<file path="config.mk">
export PLATFORM = sky130hd
export DESIGN_NAME = nibble_serial_adder_ctrl
export DESIGN_NICKNAME = d
export VERILOG_FILES = /design/src/rtl/nibble_serial_adder_ctrl.sv
export SDC_FILE = /design/constraint.sdc
export NUM_CORES = 1
export LEC_CHECK = 0
export CAP_MARGIN = 40
export CORE_MARGIN = 2
export CORE_UTILIZATION = 52
export CTS_CLUSTER_SIZE = 40
export DETAILED_ROUTE_END_ITERATION = 10
export PLACE_DENSITY = 0.79
export SLEW_MARGIN = 20
export SYNTH_ARGS = -nofsm -noshare
export SYNTH_HDL_FRONTEND = slang
export SYNTH_SLANG_ARGS = --single-unit
</file>
<file path="constraint.sdc">
create_clock -name clk -period 9.4 [get_ports clk]
set_input_delay 0.94 -clock clk [delete_from_list [all_inputs] [get_ports clk]]
set_output_delay 0.94 -clock clk [all_outputs]
set_load 0.005 [all_outputs]
</file>
<file path="src/rtl/nibble_serial_adder_ctrl.sv">
// nibble_serial_adder_ctrl
//   Wide-operand adder that reuses one 4-bit ripple-carry slice. The slice
//   processes one nibble per cycle, starting at the least significant nibble.
//   A carry register links the nibbles from one cycle to the next.
//
// Ports
//   clk        rising-edge clock
//   rst        synchronous active-high reset
//   in_valid   request present on a/b/cin
//   in_ready   controller idle and able to take a request (registered)
//   a, b       WIDTH-bit operands, sampled only on the accept edge
//   cin        carry into nibble 0, sampled only on the accept edge
//   out_valid  sum/cout hold a completed result (registered)
//   out_ready  consumer takes the result
//   sum        (a + b + cin) mod 2^WIDTH, held until the next completion
//   cout       carry out of bit WIDTH-1, held until the next completion
module nibble_serial_adder_ctrl #(
   parameter int WIDTH = 16
) (
   input  logic             clk,
   input  logic             rst,
   input  logic             in_valid,
   output logic             in_ready,
   input  logic [WIDTH-1:0] a,
   input  logic [WIDTH-1:0] b,
   input  logic             cin,
   output logic             out_valid,
   input  logic             out_ready,
   output logic [WIDTH-1:0] sum,
   output logic             cout
);

   localparam int NIBBLES = WIDTH / 4;
   localparam int IDXW    = (NIBBLES > 1) ? $clog2(NIBBLES) : 1;
   localparam logic [IDXW-1:0] LAST_IDX = IDXW'(NIBBLES - 1);

   typedef enum logic [1:0] {
      IDLE,
      RUN,
      DONE
   } state_t;

   state_t            state_q;
   logic              in_ready_q;
   logic              out_valid_q;
   logic [WIDTH-1:0]  op_a_q;
   logic [WIDTH-1:0]  op_b_q;
   logic              carry_q;
   logic [IDXW-1:0]   idx_q;
   logic [WIDTH-1:0]  work_q;
   logic [WIDTH-1:0]  sum_q;
   logic              cout_q;

   logic [3:0]        nib_a;
   logic [3:0]        nib_b;
   logic [3:0]        slice_s;
   logic              slice_c;
   logic [WIDTH-1:0]  work_d;

   // The only adder in the block: four chained full adders.
   function automatic logic [4:0] slice_add4(input logic [3:0] x,
                                             input logic [3:0] y,
                                             input logic       c);
      logic [3:0] s;
      logic       cc;
      cc = c;
      for (int i = 0; i < 4; i++) begin
         s[i] = x[i] ^ y[i] ^ cc;
         cc   = ((x[i] ^ y[i]) & cc) | (x[i] & y[i]);
      end
      return {cc, s};
   endfunction

   // Nibble select and write-back, unrolled as a compare per nibble so the
   // index never needs a variable part-select.
   always_comb begin
      nib_a  = '0;
      nib_b  = '0;
      for (int n = 0; n < NIBBLES; n++) begin
         if (idx_q == IDXW'(n)) begin
            nib_a = op_a_q[4*n +: 4];
            nib_b = op_b_q[4*n +: 4];
         end
      end
      {slice_c, slice_s} = slice_add4(nib_a, nib_b, carry_q);
      work_d = work_q;
      for (int n = 0; n < NIBBLES; n++) begin
         if (idx_q == IDXW'(n)) begin
            work_d[4*n +: 4] = slice_s;
         end
      end
   end

   // Operand registers are not reset: they are always loaded before use.
   always_ff @(posedge clk) begin
      if (rst) begin
         state_q     <= IDLE;
         in_ready_q  <= 1'b1;
         out_valid_q <= 1'b0;
         idx_q       <= '0;
         carry_q     <= 1'b0;
         work_q      <= '0;
         sum_q       <= '0;
         cout_q      <= 1'b0;
      end else begin
         case (state_q)
            IDLE: begin
               if (in_valid) begin
                  op_a_q     <= a;
                  op_b_q     <= b;
                  carry_q    <= cin;
                  idx_q      <= '0;
                  in_ready_q <= 1'b0;
                  state_q    <= RUN;
               end
            end
            RUN: begin
               work_q  <= work_d;
               carry_q <= slice_c;
               idx_q   <= idx_q + IDXW'(1);
               if (idx_q == LAST_IDX) begin
                  // work_d already contains the nibble produced this cycle.
                  sum_q       <= work_d;
                  cout_q      <= slice_c;
                  out_valid_q <= 1'b1;
                  state_q     <= DONE;
               end
            end
            DONE: begin
               if (out_ready) begin
                  out_valid_q <= 1'b0;
                  in_ready_q  <= 1'b1;
                  state_q     <= IDLE;
               end
            end
            default: begin
               out_valid_q <= 1'b0;
               in_ready_q  <= 1'b1;
               state_q     <= IDLE;
            end
         endcase
      end
   end

   assign in_ready  = in_ready_q;
   assign out_valid = out_valid_q;
   assign sum       = sum_q;
   assign cout      = cout_q;

endmodule
</file>
# Word-level counts from Yosys, hierarchy flattened
# Index checks and enable logic that the tools add are counted.
# totals
register_bits	72
latchBits	0
ramBits	0
mem_bits_ro	0
n_memories	0
# op_classes
n_addsub	1
mul	0
n_div	0
magnitude_cmp	0
eq_ne	8
n_shift	0
muxes	26
bitwise	23
reduce_logical	9
# ops
cell	n
$mux W4	12
$reduce_and A3 Y1	4
$and A1 B1 Y1	8
$mux W2	4
$xor A1 B1 Y1	8
$eq A2 B2 Y1 const B	3
$ne A2 B2 Y1 const B	3
$pmux W1 S3	2
$pmux W2 S3	1
$mux W1	5
$eq A2 B1 Y1 const B	2
$logic_not A2 Y1	2
$or A1 B1 Y1	4
$pmux W2 S2	1
$reduce_and A2 Y1	2
$not A1 Y1	3
$add A2 B1 Y2 const B	1
$pmux W1 S2	1
$reduce_bool A2 Y1	1

# Longest topological paths before layout
# depth
ltp_word	15
ltp_mapped	14
depth_no_buf	13

# Worst setup path after synthesis
# No wires, ideal clock.
# synth_path
path_kind	input to register
from	in rst
to	reg op_a_q[0], enable pin
setup_ns	0.464
arrival_time_ns	3.392
required_ns	8.936
setup_slack_ns	5.545
cell_stages	2
n_path_buf	1
path_cell_list	buf_2 nor3_1
# synth_via
elab_chain_cells	2
# synth_lines
element	line_no	source
start: declaration	21	input logic rst,
$not A1 Y1 (no source line)	-	
$reduce_and A3 Y1 (no source line)	-	
end signal: assignment	109	op_a_q <= a;
end: declaration	46	logic [WIDTH-1:0] op_a_q;
# Every way passes these cells.
# A chain may end at the register's enable or synchronous reset.

# Worst setup path after layout
# layout_path
from	reg idx_q[0]
to	reg sum_q[3], in the netlist sum[3]
# layout_via
elab_chain_cells	14
# layout_lines
element	line_no	source
start: declaration	49	logic [IDXW-1:0] idx_q;
start signal: assignment	120	idx_q <= idx_q + IDXW'(1);
$logic_not A2 Y1	80, 88	
$mux W4 (4 in series)	80	if (idx_q == IDXW'(n)) begin
$xor A1 B1 Y1	69	cc = ((x[i] ^ y[i]) & cc) | (x[i] & y[i]);
$and A1 B1 Y1	69	
$or A1 B1 Y1	69	
$and A1 B1 Y1	69	
$or A1 B1 Y1	69	
$and A1 B1 Y1	69	
$or A1 B1 Y1	69	
$xor A1 B1 Y1	68	s[i] = x[i] ^ y[i] ^ cc;
$mux W4	88	if (idx_q == IDXW'(n)) begin
end signal: assignment	123	sum_q <= work_d;
end: declaration	51	logic [WIDTH-1:0] sum_q;
# Several ways; a longest one is shown, not always the timed one.

==> impl_results.md <==
* Setup TNS at 0 ps
* Antenna-violating nets left at 0
* Setup crit start kind: register
* Max Clk Rate at 0.278 GHz
* Post-synth EDFFs at 32
* Leading area contributor after synthesis: edfxtp_1
* CTS Hold Bufs at 0
* Post-route core utilization at 69.5%
* Initial antenna violation count at 0
* Die Area at 0.00609 mm2
* Post-Place Setup Slack at 5700 ps
* Arrival time worst endpoint at 3800 ps
* CTS buffer count at 9
* # nets final at 340
* Diode count at 0
* Die Span Y at 78.0 um
* Placer congestion estimate at 0.812
* Required @ worst endpoint at 9610 ps
* Clock sinks at 68
* Crit Path Class: register to register
* Run status: complete, no violations
* Post-Place Cell Area at 0.00339 mm2
* Placed cells at 353
* Multi-input logic area at 0.00102 mm2
* Routed WL at 5060 um
* Syn Std Cell Area at 0.00285 mm2
* Root Buffer: clkbuf_8
* FP Rows at 26
* CTS tree: done
* GRT Overall Usage at 18.7%
* Final Cycle Share at 38.2%
* Wire per inst at 13.7 um
* TritonRoute pass-1 iters at 4
* Vias per cell at 5.22
* Max-slew headroom at the worst pin at 59.1%
* Synthesis-stage register bit count at 68
* Register area share after synthesis at 59.0%
* Area growth syn-to-layout at 27.0%
* VDD IR max at 0.000115 V
* Pin count of the biggest net entering global routing at 38
* Post_cts resized at 0
* I/O pin total at 56
* Final slew viol count at 0
* H-tree depth at 3
* First-pass GRT wire length at 8710 um
* Final Hold Viols at 0
* Layout fillers at 398
* Most used DFF post-synth: dfxtp_1
* Initial Util at 54.7%
* Design Power at 0.683 mW
* Yosys top cell area share at 33.7%
* Detailed-route via count at 1,933
* Clk Latency, worst-skew pair at 340 ps
* CP Max Fanout at 16
* Clock skew at 5.79 ps
* Post-Syn Nets at 289
* Most instantiated library cell after synthesis: nand2_1
* Avg Inst Size Synth at 11.7 um2
* Setup repair after global routing missed its margin: no
* Synth area leaders: edfxtp_1 (34%), dfxtp_1 (25%), nand2_1 (5.0%)
* Post-synth top cells: nand2_1 (38), dfxtp_1 (36), edfxtp_1 (32), nor2_1 (22), a211oi_1 (14)
* Post-Syn Instances at 244
* Asr flop ratio synth at 0%
* Power Density at 189 mW/mm2
* Postcts setup bufs at 0
* DP Wirelength at 3510 um
* Number of buffers added on ports at 55
* Remaining DRCs at 0
* Gr ovfl total at 0
* Worst hold margin at 452 ps
* Clk pin slew, worst setup/hold paths at 70 ps
* Leak at 1.21 nW
* Max_cap viols at 0
* Final setup viols at 0
* Fin area at 0.00362 mm2
* CP Capture Type: register
* Class of the worst hold path: register to register
* Fin crit period at 3590 ps
* Ys Warns at 0
* Register area at 0.00168 mm2
* Initial DRC Count at 116
* Share of layout cells above drive strength 1 at 11.7%
* Worst slew pin tran at 614 ps
* Final worst setup slack at 5810 ps
* Netlist cell types at 31
* CTS Buffer Depth at 2
* Via count of the first global-routing pass at 1,834
* Die width at 78.0 um
* Core Box Area at 0.00520 mm2
* Non-filler cells, final at 370
[logic make-up after synthesis]
group | share of synthesized area [%]
mux | 2.11
buf+inv | 5.45
compound gates | 17.2
fa+ha+maj | 4.57
simple gates | 11.7
flops | 59.0
[layer usage]
layer / share of wire (%) / global-route usage [%] / vias to the layer above
met4: 2.0 / 10.0 / 0
met2: 48 / 29.9 / 55
met5: 0 / 0 / -
met1: 45 / 23.9 / 890
li1: - / - / 978
met3: 4.9 / 4.25 / 10
[report_power, final]
part | leakage, nW | internal, mW | switching (mW) | total [mW]
combinational | 0.519 | 0.0442 | 0.0537 | 0.0979
clock | 0.102 | 0.149 | 0.108 | 0.257
sequential | 0.589 | 0.323 | 0.00602 | 0.329
[area by class of cell]
type                            instances  area share, %
Clock buffer                           10           3.53
Timing Repair Buffer                   59           16.5
Sequential cell                        68           46.5
Inverter                                5          0.519
Clock inverter                          6           2.46
Tap cell                               70           2.42
Multi-Input combinational cell        152           28.1
[registers in the layout, indices dropped and copies added, names as in the netlist]
name,cells
op_b_q,16
sum,16
state_q,2
op_a_q,16
in_ready,1
carry_q,1
idx_q,2
out_valid,1
cout,1
work_q,12
[critical path, cell delays in order (launching register included)]
cell	delay [ps]
dfxtp_1	350
inv_1	90
ha_1	550
nand2_1	120
o211ai_1	170
o221ai_1	160
fa_1	430
fa_1	380
fa_1	370
inv_1	80
fa_1	500
mux2i_1	180
a211oi_1	80
[worst paths after layout]
check | slack, ps | end | cells after the start | startpoint
setup reg to reg | 5810 | sum[3] | 12 | idx_q[0]
setup / recovery | 5810 | sum[3] | 12 | idx_q[0]
hold reg to reg | 450 | sum[1] | 2 | sum[1]
hold / removal | 450 | sum[1] | 2 | sum[1]
[layout by cell type (no fill, tap or decap), drive strengths merged, types with 2 or more instances in the layout]
cell type	netlist	layout
and3b	4	4
edfxtp	32	32
nand3b	3	3
buf	17	4
nor3	2	2
dfxtp	36	36
inv	4	4
bufinv	0	2
fa	4	4
o221ai	6	6
a21oi	19	19
nand2b	4	4
clkinv	1	3
a31oi	2	2
o22ai	2	2
nor2	22	22
mux2i	6	6
clkbuf	2	10
nand2	38	38
clkdlybuf4s50	0	55
a211oi	14	14
ha	4	4
clkinvlp	0	2
o211ai	15	15
o21a	3	3
Power figures use the tool's default switching activity.
